[src/rtl/quad_step_decoder.sv]
// -----------------------------------------------------------------------------
// quad_step_decoder
//
// Turns the two channels of a mechanical quadrature encoder into single-cycle
// step pulses plus a held direction level, for up/down counters.
//
// Processing chain per channel:
//   pin -> 2-flop synchroniser (s1, s2) -> debounce counter -> filtered bit f
// The pair {f_a, f_b} is followed as a Gray-code position. A signed phase
// accumulator collects quarter-steps. One step is emitted per full detent
// (four valid transitions in the same net direction).
//
// After reset the decoder sits in INIT until both synchronised channels have
// been quiet for DEBOUNCE_CYCLES cycles. It then adopts the resting position
// without producing a step or an error.
//
// Parameters:
//   DEBOUNCE_CYCLES  cycles a channel must differ before f follows (1..255)
//   CNT_W            debounce counter width, must hold DEBOUNCE_CYCLES-1
//
// Ports:
//   Clock    in   rising-edge clock for all state
//   sResetn  in   asynchronous active-low reset, clears all state
//   enc_a    in   encoder channel A (asynchronous to Clock)
//   enc_b    in   encoder channel B (asynchronous to Clock)
//   step     out  one-cycle pulse per completed detent
//   updown   out  direction of the most recent step (1 = up), held
//   err      out  one-cycle pulse when both filtered channels change together
// -----------------------------------------------------------------------------
module quad_step_decoder #(
    parameter int DEBOUNCE_CYCLES = 4,
    parameter int CNT_W           = 8
) (
    input  logic Clock,
    input  logic sResetn,
    input  logic enc_a,
    input  logic enc_b,
    output logic step,
    output logic updown,
    output logic err
);

    localparam logic [CNT_W-1:0] CNT_LAST = CNT_W'(DEBOUNCE_CYCLES - 1);
    localparam logic [CNT_W-1:0] CNT_ONE  = CNT_W'(1);

    typedef enum logic {
        ST_INIT,
        ST_RUN
    } state_e;

    state_e state_q, state_d;

    // Synchroniser flops.
    logic a_s1_q, a_s2_q;
    logic b_s1_q, b_s2_q;

    // Debounce state per channel.
    logic             f_a_q, f_a_d;
    logic             f_b_q, f_b_d;
    logic [CNT_W-1:0] cnt_a_q, cnt_a_d;
    logic [CNT_W-1:0] cnt_b_q, cnt_b_d;

    // Snapshot of s2 used as the comparison reference while in INIT.
    logic snap_a_q, snap_a_d;
    logic snap_b_q, snap_b_d;

    // Filtered position seen on the previous cycle. A difference between it
    // and the current filtered position marks a transition to classify.
    logic [1:0] prev_q, prev_d;

    // Quarter-step accumulator. Only -3..+3 is ever stored, because reaching
    // +/-4 emits a step and clears it.
    logic signed [2:0] phase_q, phase_d;

    logic step_q, step_d;
    logic err_q, err_d;
    logic updown_q, updown_d;

    // Helper signals for the next-state logic.
    logic [1:0]        cur_pos;
    logic [1:0]        move;
    logic signed [3:0] ph_ext;
    logic signed [3:0] ph_next;
    logic              init_a_stable;
    logic              init_b_stable;

    // Map a Gray-coded AB pair to its index along the up sequence
    // 00 -> 01 -> 11 -> 10. The modulo-4 difference of two indices then
    // gives the move: 1 = up, 3 = down, 2 = both bits flipped (illegal).
    function automatic logic [1:0] gray_pos(input logic [1:0] ab);
        logic [1:0] pos;
        case (ab)
            2'b00:   pos = 2'd0;
            2'b01:   pos = 2'd1;
            2'b11:   pos = 2'd2;
            default: pos = 2'd3;
        endcase
        return pos;
    endfunction

    assign cur_pos = {f_a_q, f_b_q};
    assign move    = gray_pos(cur_pos) - gray_pos(prev_q);
    assign ph_ext  = {phase_q[2], phase_q};

    // In INIT, a channel counts as settled once s2 has matched its snapshot
    // for DEBOUNCE_CYCLES consecutive cycles. The counter saturates at
    // CNT_LAST, so a channel that settles early waits for the other one.
    assign init_a_stable = (a_s2_q == snap_a_q) && (cnt_a_q == CNT_LAST);
    assign init_b_stable = (b_s2_q == snap_b_q) && (cnt_b_q == CNT_LAST);

    // -------------------------------------------------------------------------
    // State register
    // -------------------------------------------------------------------------
    always_ff @(posedge Clock or negedge sResetn) begin
        if (!sResetn) begin
            state_q  <= ST_INIT;
            a_s1_q   <= 1'b0;
            a_s2_q   <= 1'b0;
            b_s1_q   <= 1'b0;
            b_s2_q   <= 1'b0;
            f_a_q    <= 1'b0;
            f_b_q    <= 1'b0;
            cnt_a_q  <= '0;
            cnt_b_q  <= '0;
            snap_a_q <= 1'b0;
            snap_b_q <= 1'b0;
            prev_q   <= 2'b00;
            phase_q  <= '0;
            step_q   <= 1'b0;
            err_q    <= 1'b0;
            updown_q <= 1'b1;
        end else begin
            state_q  <= state_d;
            a_s1_q   <= enc_a;
            a_s2_q   <= a_s1_q;
            b_s1_q   <= enc_b;
            b_s2_q   <= b_s1_q;
            f_a_q    <= f_a_d;
            f_b_q    <= f_b_d;
            cnt_a_q  <= cnt_a_d;
            cnt_b_q  <= cnt_b_d;
            snap_a_q <= snap_a_d;
            snap_b_q <= snap_b_d;
            prev_q   <= prev_d;
            phase_q  <= phase_d;
            step_q   <= step_d;
            err_q    <= err_d;
            updown_q <= updown_d;
        end
    end

    // -------------------------------------------------------------------------
    // Next-state logic
    // -------------------------------------------------------------------------
    always_comb begin
        state_d  = state_q;
        f_a_d    = f_a_q;
        f_b_d    = f_b_q;
        cnt_a_d  = cnt_a_q;
        cnt_b_d  = cnt_b_q;
        snap_a_d = snap_a_q;
        snap_b_d = snap_b_q;
        prev_d   = prev_q;
        phase_d  = phase_q;
        updown_d = updown_q;
        step_d   = 1'b0;
        err_d    = 1'b0;
        ph_next  = ph_ext;

        case (state_q)
            ST_INIT: begin
                // Look for quiet inputs. Any change re-arms the snapshot.
                if (a_s2_q != snap_a_q) begin
                    snap_a_d = a_s2_q;
                    cnt_a_d  = '0;
                end else if (cnt_a_q != CNT_LAST) begin
                    cnt_a_d = cnt_a_q + CNT_ONE;
                end

                if (b_s2_q != snap_b_q) begin
                    snap_b_d = b_s2_q;
                    cnt_b_d  = '0;
                end else if (cnt_b_q != CNT_LAST) begin
                    cnt_b_d = cnt_b_q + CNT_ONE;
                end

                // Adopt the resting position silently. prev is loaded too,
                // so the first RUN cycle does not see a transition.
                if (init_a_stable && init_b_stable) begin
                    f_a_d   = a_s2_q;
                    f_b_d   = b_s2_q;
                    prev_d  = {a_s2_q, b_s2_q};
                    phase_d = '0;
                    cnt_a_d = '0;
                    cnt_b_d = '0;
                    state_d = ST_RUN;
                end
            end

            ST_RUN: begin
                prev_d = cur_pos;

                // Classify the filtered transition made on the previous edge.
                // This extra stage places step/err one edge after f moves.
                if (cur_pos != prev_q) begin
                    case (move)
                        2'd1:    ph_next = ph_ext + 4'sd1;
                        2'd3:    ph_next = ph_ext - 4'sd1;
                        default: ph_next = ph_ext;
                    endcase

                    if (move == 2'd2) begin
                        // The new position is kept. Any partial detent is lost.
                        err_d   = 1'b1;
                        phase_d = '0;
                    end else if (ph_next == 4'sd4) begin
                        step_d   = 1'b1;
                        updown_d = 1'b1;
                        phase_d  = '0;
                    end else if (ph_next == -4'sd4) begin
                        step_d   = 1'b1;
                        updown_d = 1'b0;
                        phase_d  = '0;
                    end else begin
                        phase_d = ph_next[2:0];
                    end
                end

                // Debounce: f follows s2 only after DEBOUNCE_CYCLES consecutive
                // cycles of disagreement. A shorter glitch clears the count.
                if (a_s2_q == f_a_q) begin
                    cnt_a_d = '0;
                end else if (cnt_a_q == CNT_LAST) begin
                    f_a_d   = a_s2_q;
                    cnt_a_d = '0;
                end else begin
                    cnt_a_d = cnt_a_q + CNT_ONE;
                end

                if (b_s2_q == f_b_q) begin
                    cnt_b_d = '0;
                end else if (cnt_b_q == CNT_LAST) begin
                    f_b_d   = b_s2_q;
                    cnt_b_d = '0;
                end else begin
                    cnt_b_d = cnt_b_q + CNT_ONE;
                end
            end

            default: begin
                state_d = ST_INIT;
            end
        endcase
    end

    assign step   = step_q;
    assign err    = err_q;
    assign updown = updown_q;

endmodule

[config.mk]
export PLATFORM = sky130hd
export DESIGN_NAME = quad_step_decoder
export DESIGN_NICKNAME = d
export VERILOG_FILES = /design/src/rtl/quad_step_decoder.sv
export SDC_FILE = /design/constraint.sdc
export NUM_CORES = 1
export LEC_CHECK = 0
export CAP_MARGIN = 15
export CORE_ASPECT_RATIO = 1.2
export CORE_MARGIN = 5
export CORE_UTILIZATION = 56
export DETAILED_ROUTE_END_ITERATION = 12
export PLACE_DENSITY_LB_ADDON = 0.08
export SLEW_MARGIN = 5
export SYNTH_ARGS = -nofsm -noshare
export SYNTH_HDL_FRONTEND = slang
export SYNTH_SLANG_ARGS = --single-unit
export TNS_END_PERCENT = 20
[constraint.sdc]
create_clock -name Clock -period 5.8 [get_ports Clock]
set_clock_uncertainty 0.15 [all_clocks]
set_input_delay 1.16 -clock Clock [delete_from_list [all_inputs] [get_ports Clock]]
set_output_delay 1.16 -clock Clock [all_outputs]
set_load 0.01 [all_outputs]
# After elaboration in Yosys (flattened, before gate mapping)
# Cells that the tools add are included.
dict set report totals {
  register_bits 33
  elab_cells 108
  inputBits 4
}
dict set report op_classes {
  mux 45
  bitwise_logic 2
  reduce_logical 12
  addsub 5
  n_eq_ne 28
}
# op n
set ops {}
lappend ops {{$mux 8} 10}
lappend ops {{$pmux 8 s2} 2}
lappend ops {{$mux 1} 18}
lappend ops {{$add 8x1->8 const B} 2}
lappend ops {{$eq 8x2->1 const B} 2}
lappend ops {{$ne 8x2->1 const B} 2}
lappend ops {{$mux 3} 5}
lappend ops {{$pmux 2 s3} 2}
lappend ops {{$eq 2x2->1 const B} 4}
lappend ops {{$mux 4} 2}
lappend ops {{$ne 4x4->1 const B} 2}
lappend ops {{$pmux 4 s2} 1}
lappend ops {{$eq 2x1->1 const B} 3}
lappend ops {{$ne 2x1->1 const B} 3}
lappend ops {{$ne 2x2->1 const B} 3}
lappend ops {{$pmux 3 s2} 1}
lappend ops {{$reduce_and 2->1} 3}
lappend ops {{$reduce_and 3->1} 2}
lappend ops {{$add 3x2->4 const B} 1}
lappend ops {{$eq 1x1->1} 4}
lappend ops {{$eq 4x3->1 const B} 1}
lappend ops {{$eq 4x4->1 const B} 1}
lappend ops {{$logic_not 2->1} 2}
lappend ops {{$pmux 1 s2} 2}
lappend ops {{10 further kinds} 14}

# Depth between registers and ports, before layout
dict set report logic_depth {
  depth_word 13
  ltp_mapped 14
  ltp_nobuf 14
}

# Least setup slack after synthesis
# OpenSTA, ideal clock, no wires.
dict set report synth_path {
  path_kind {flip-flop to flip-flop}
  start {reg prev_q[0]}
  end {reg updown_q, in the netlist updown}
  t_arrival_ps 3227
  required_time_ps 5565
  setup_slack_ps 2339
  setup_time_ps 85
  path_stages_with_launch 15
  path_cell_list {dfrtp_1 > inv_1 > ha_1 > inv_1 > ha_1 > xnor3_1 > nor2_1 > xor2_1 > ha_1 > or2_2 > a2111oi_0 > or4_1 > xnor2_1 > a211oi_2 > mux2_1}
}
dict set report synth_between {
  elab_chain_cells 10
  word_cells_on_any_way 18
  cone_classes {add/sub (1); eq/ne (8); mux (5); bitwise (1); reduce/logical (3)}
}
# item line_no
set synth_rtl {}
lappend synth_rtl {{start, declared} 69} ;# logic [1:0] prev_q, prev_d;
lappend synth_rtl {{start signal, assigned} 144} ;# prev_q <= prev_d;
lappend synth_rtl {{$eq 2x2->1, or another cell as far along} 92} ;# case (ab)
lappend synth_rtl {{$pmux 2 s3} 92}
lappend synth_rtl {{$sub 2x2->2} 102} ;# assign move = gray_pos(cur_pos) - gray_pos(prev_q);
lappend synth_rtl {{$eq 2x2->1 / $eq 2x1->1 (equally long branches)} 206} ;# case (move)
lappend synth_rtl {{$pmux 4 s2} 206}
lappend synth_rtl {{$mux 4} 205} ;# if (cur_pos != prev_q) begin
lappend synth_rtl {{$mux 4} 170} ;# case (state_q)
lappend synth_rtl {{$eq 4x4->1 / $eq 4x3->1 (equally long branches)} {216, 220}}
lappend synth_rtl {{$reduce_bool 2->1 (no source line)} n/a}
lappend synth_rtl {{$reduce_and 4->1 (no source line)} n/a}
lappend synth_rtl {{end signal, assigned} 148} ;# updown_q <= updown_d;
lappend synth_rtl {{end, declared} 77} ;# logic updown_q, updown_d;
# Parallel ways exist; a longest one is shown, timed or not. The select of a mux whose other input is x is not followed.
# A chain may end at the register's enable or synchronous reset.

# Final worst setup path
# Same ends and word-level chain as after synthesis.

==> results.md <==
* Fin crit share at 64.4%
* Port bufs at 6
* Die area at 4580 um2
* Area share of the largest cell type after synthesis at 43.0%
* Leak pwr at 0.940 nW
* Buf+Inv Stages, Crit Path at 2
* Async SR Flop Fraction at 100%
* Avg Cell Area, Syn at 9.79 um2
* Leading area contributor after synthesis: dfrtp_1
* Cell area after synthesis at 1860 um2
* Critical Path Slowest Stage Cell: or4_1
* Slew Limit Fails at 0
* Maximum vdd drop at 0.421 mV
* Initial Util at 56.7%
* Nature of the critical path endpoint: flip-flop
* Cell variety after synth at 44
* Total wire length at 3160 um
* Pwr Total at 946 uW
* Reg-to-reg slack, setup at 2060 ps
* Register bit count reported by yosys at 33
* Die Height at 73.1 um
* Post-DP HPWL at 2300 um
* Setup_tns at 0 ps
* GR Overflow Total at 0
* Fmax at 0.268 GHz
* Worst-path clk slew at 70 ps
* Avg WL per Cell at 13.5 um
* Most used cell, CP: ha_1
* I/O pin cnt at 7
* Power Dens Cells at 460 nW/um2
* CTS tree: yes
* Vias in the first global route at 1313
* R2r endpoint: updown
* RSZ-0062 raised after global routing: false
* CP max FO at 7
* # H-tree levels at 2
* WP depth at 14
* Ant. Diodes at 0
* Worst path max stage delay at 590 ps
* Max_cap viols at 0
* Crit Path Category: reg2reg
* Root buf cell: clkbuf_8
* Synth area leaders: dfrtp_1, xor2_1, nor2_1
* Final #Nets at 209
* Core area at 3280 um2
* Min Tclk post-route at 3740 ps
* Dpl cells at 227
* CTS Hold Bufs at 0
* Setup crit end: updown
* Gr usage total at 15.5%
* Rel. slew slack at 60.5%
* Hold Path Class: reg2reg
* Startpoint types: flip-flop
* Worst-skew pair later-pin latency at 280 ps
* Final Non-Filler Cells at 235
* Worst Hold Margin at 199 ps
* Row cnt at 23
* Setup Viol. Count Final at 0
* Initial drt markers at 75
* Sink Count at 33
* Worst Tran Pin Value at 586 ps
* Largest net degree at the start of global routing at 34
* Cts repair resizes at 0
* Ratio of cells with drive above 1 in the final layout at 13.1%
* Initial antenna violation count at 0
* Syn_nets at 202
* Crit path cell chain: inv_1, ha_1, inv_1, ha_1, xnor3_1, nor2_1, xor2_1, ha_1, or2_2, a2111oi_0, or4_1, xnor2_1, a211oi_2, mux2_1
* Post-CTS Setup Repair Bufs at 0
* DR pass1 iterations at 4
* Post-route DRC at 0
* R2R Path Start: prev_q[0]
* Worst r2r path cells at 14
* Prevailing post-synth register cell: dfrtp_1
* Post-Route Utilization at 62.7%
* Hold Fails Final Rpt at 0
* Register area share after synthesis at 44.5%
* EDFF count, synth at 0
* First-pass GRT wire length at 5760 um
* WP data required at 5850 ps
* Crit path max-delay family: simple AND/OR/NAND/NOR gates
* Most frequent cells after synthesis: dfrtp_1, nor2_1, nand2_1, nand3_1, xor2_1
* GPL Wtd Cong at 0.789
* CP startpoint: prev_q[0]
* Outcome: finished, final reports clean
* CP Data Arrival Time at 3790 ps
* CTS max path bufs at 2
* Post-synthesis cell count at 190
* Synth Warn # at 0
* Num CTS Buffers at 5
* Layout area overhead at 10.5%
* Hold depth at 0
* Chip width at 62.6 um
* Vias per cell at 5.76
* Most numerous cell in the Yosys netlist: dfrtp_1
* Routed vias at 1353
* Number of antenna-violating nets in the routed design at 0
## cell usage in the layout, fill, tap and decap left out, types with 2 or more instances in the layout
master,instances
inv_1,6
nor3_1,3
or2_2,4
dfrtp_1,32
nand2_1,13
a2111oi_0,2
a21oi_1,6
ha_1,8
or4_1,2
nor2_1,28
o21ai_0,9
xnor2_1,6
mux2i_1,3
nand2b_1,2
clkdlybuf4s50_1,6
nor4_1,3
xor2_1,13
mux2_2,5
and3_1,3
clkbuf_8,6
nand3_1,13
## stage by stage
step | setup WS (ps) | cell area, um2
floorplan | 2340 | 1860
global placement | 2210 | 1940
detailed placement | 2100 | 1940
CTS | 2070 | 2060
global route | 1820 | 2060
finish | 2060 | 2060
## power by group
group          internal [mW]  total (mW)  switching (mW)
sequential             0.271       0.327          0.0563
combinational          0.175       0.402           0.227
clock                  0.140       0.217          0.0771
total                  0.585       0.946           0.360
## logic make-up after synthesis
group,count (synthesis),synth area share [%]
xor+xnor,20,10.2
buf+inv,13,3.09
simple gates,79,21.8
flops,33,44.5
compound gates,28,9.89
fa+ha+maj,8,5.38
mux,9,5.25
## worst min path at each step
| stage | startpoint | endpoint | slack, ps |
|---|---|---|---|
| after global placement | a_s1_q | a_s2_q | 180 |
| after detailed placement | a_s1_q | a_s2_q | 180 |
| after floorplan | a_s1_q | a_s2_q | 180 |
| after global routing | a_s1_q | a_s2_q | 200 |
| after CTS | b_s1_q | b_s2_q | 200 |
| final | b_s1_q | b_s2_q | 200 |
## registers in the layout (all words and copies together) (netlist names)
| signal | cells |
|---|---|
| cnt_a_q | 8 |
| step | 1 |
| phase_q | 3 |
| snap_a_q | 1 |
| state_q | 1 |
| f_b_q | 1 |
| snap_b_q | 1 |
| b_s1_q | 1 |
| a_s2_q | 1 |
| prev_q | 2 |
| updown | 1 |
| err | 1 |
| cnt_b_q | 8 |
| a_s1_q | 1 |
| b_s2_q | 1 |
| f_a_q | 1 |
## routing by layer
metal / routed length, um / vias to the layer above / track usage [%]
li1: - / 677 / -
met1: 1440 / 655 / 18.0
met2: 1600 / 17 / 28.2
met3: 80 / 4 / 3.85
met4: 36 / 0 / 4.25
met5: 0 / - / 0
## final cells by class
| type | instances | area (um2) |
|---|---|---|
| Clock inverter | 1 | 30.0 |
| Clock buffer | 7 | 86.3 |
| Fill cell | 265 | 1220 |
| Timing Repair Buffer | 7 | 67.6 |
| Multi-Input combinational cell | 144 | 976 |
| Inverter | 6 | 22.5 |
| Tap cell | 37 | 46.3 |
| Sequential cell | 33 | 827 |
No activity file was read; power rests on OpenSTA's default activity.
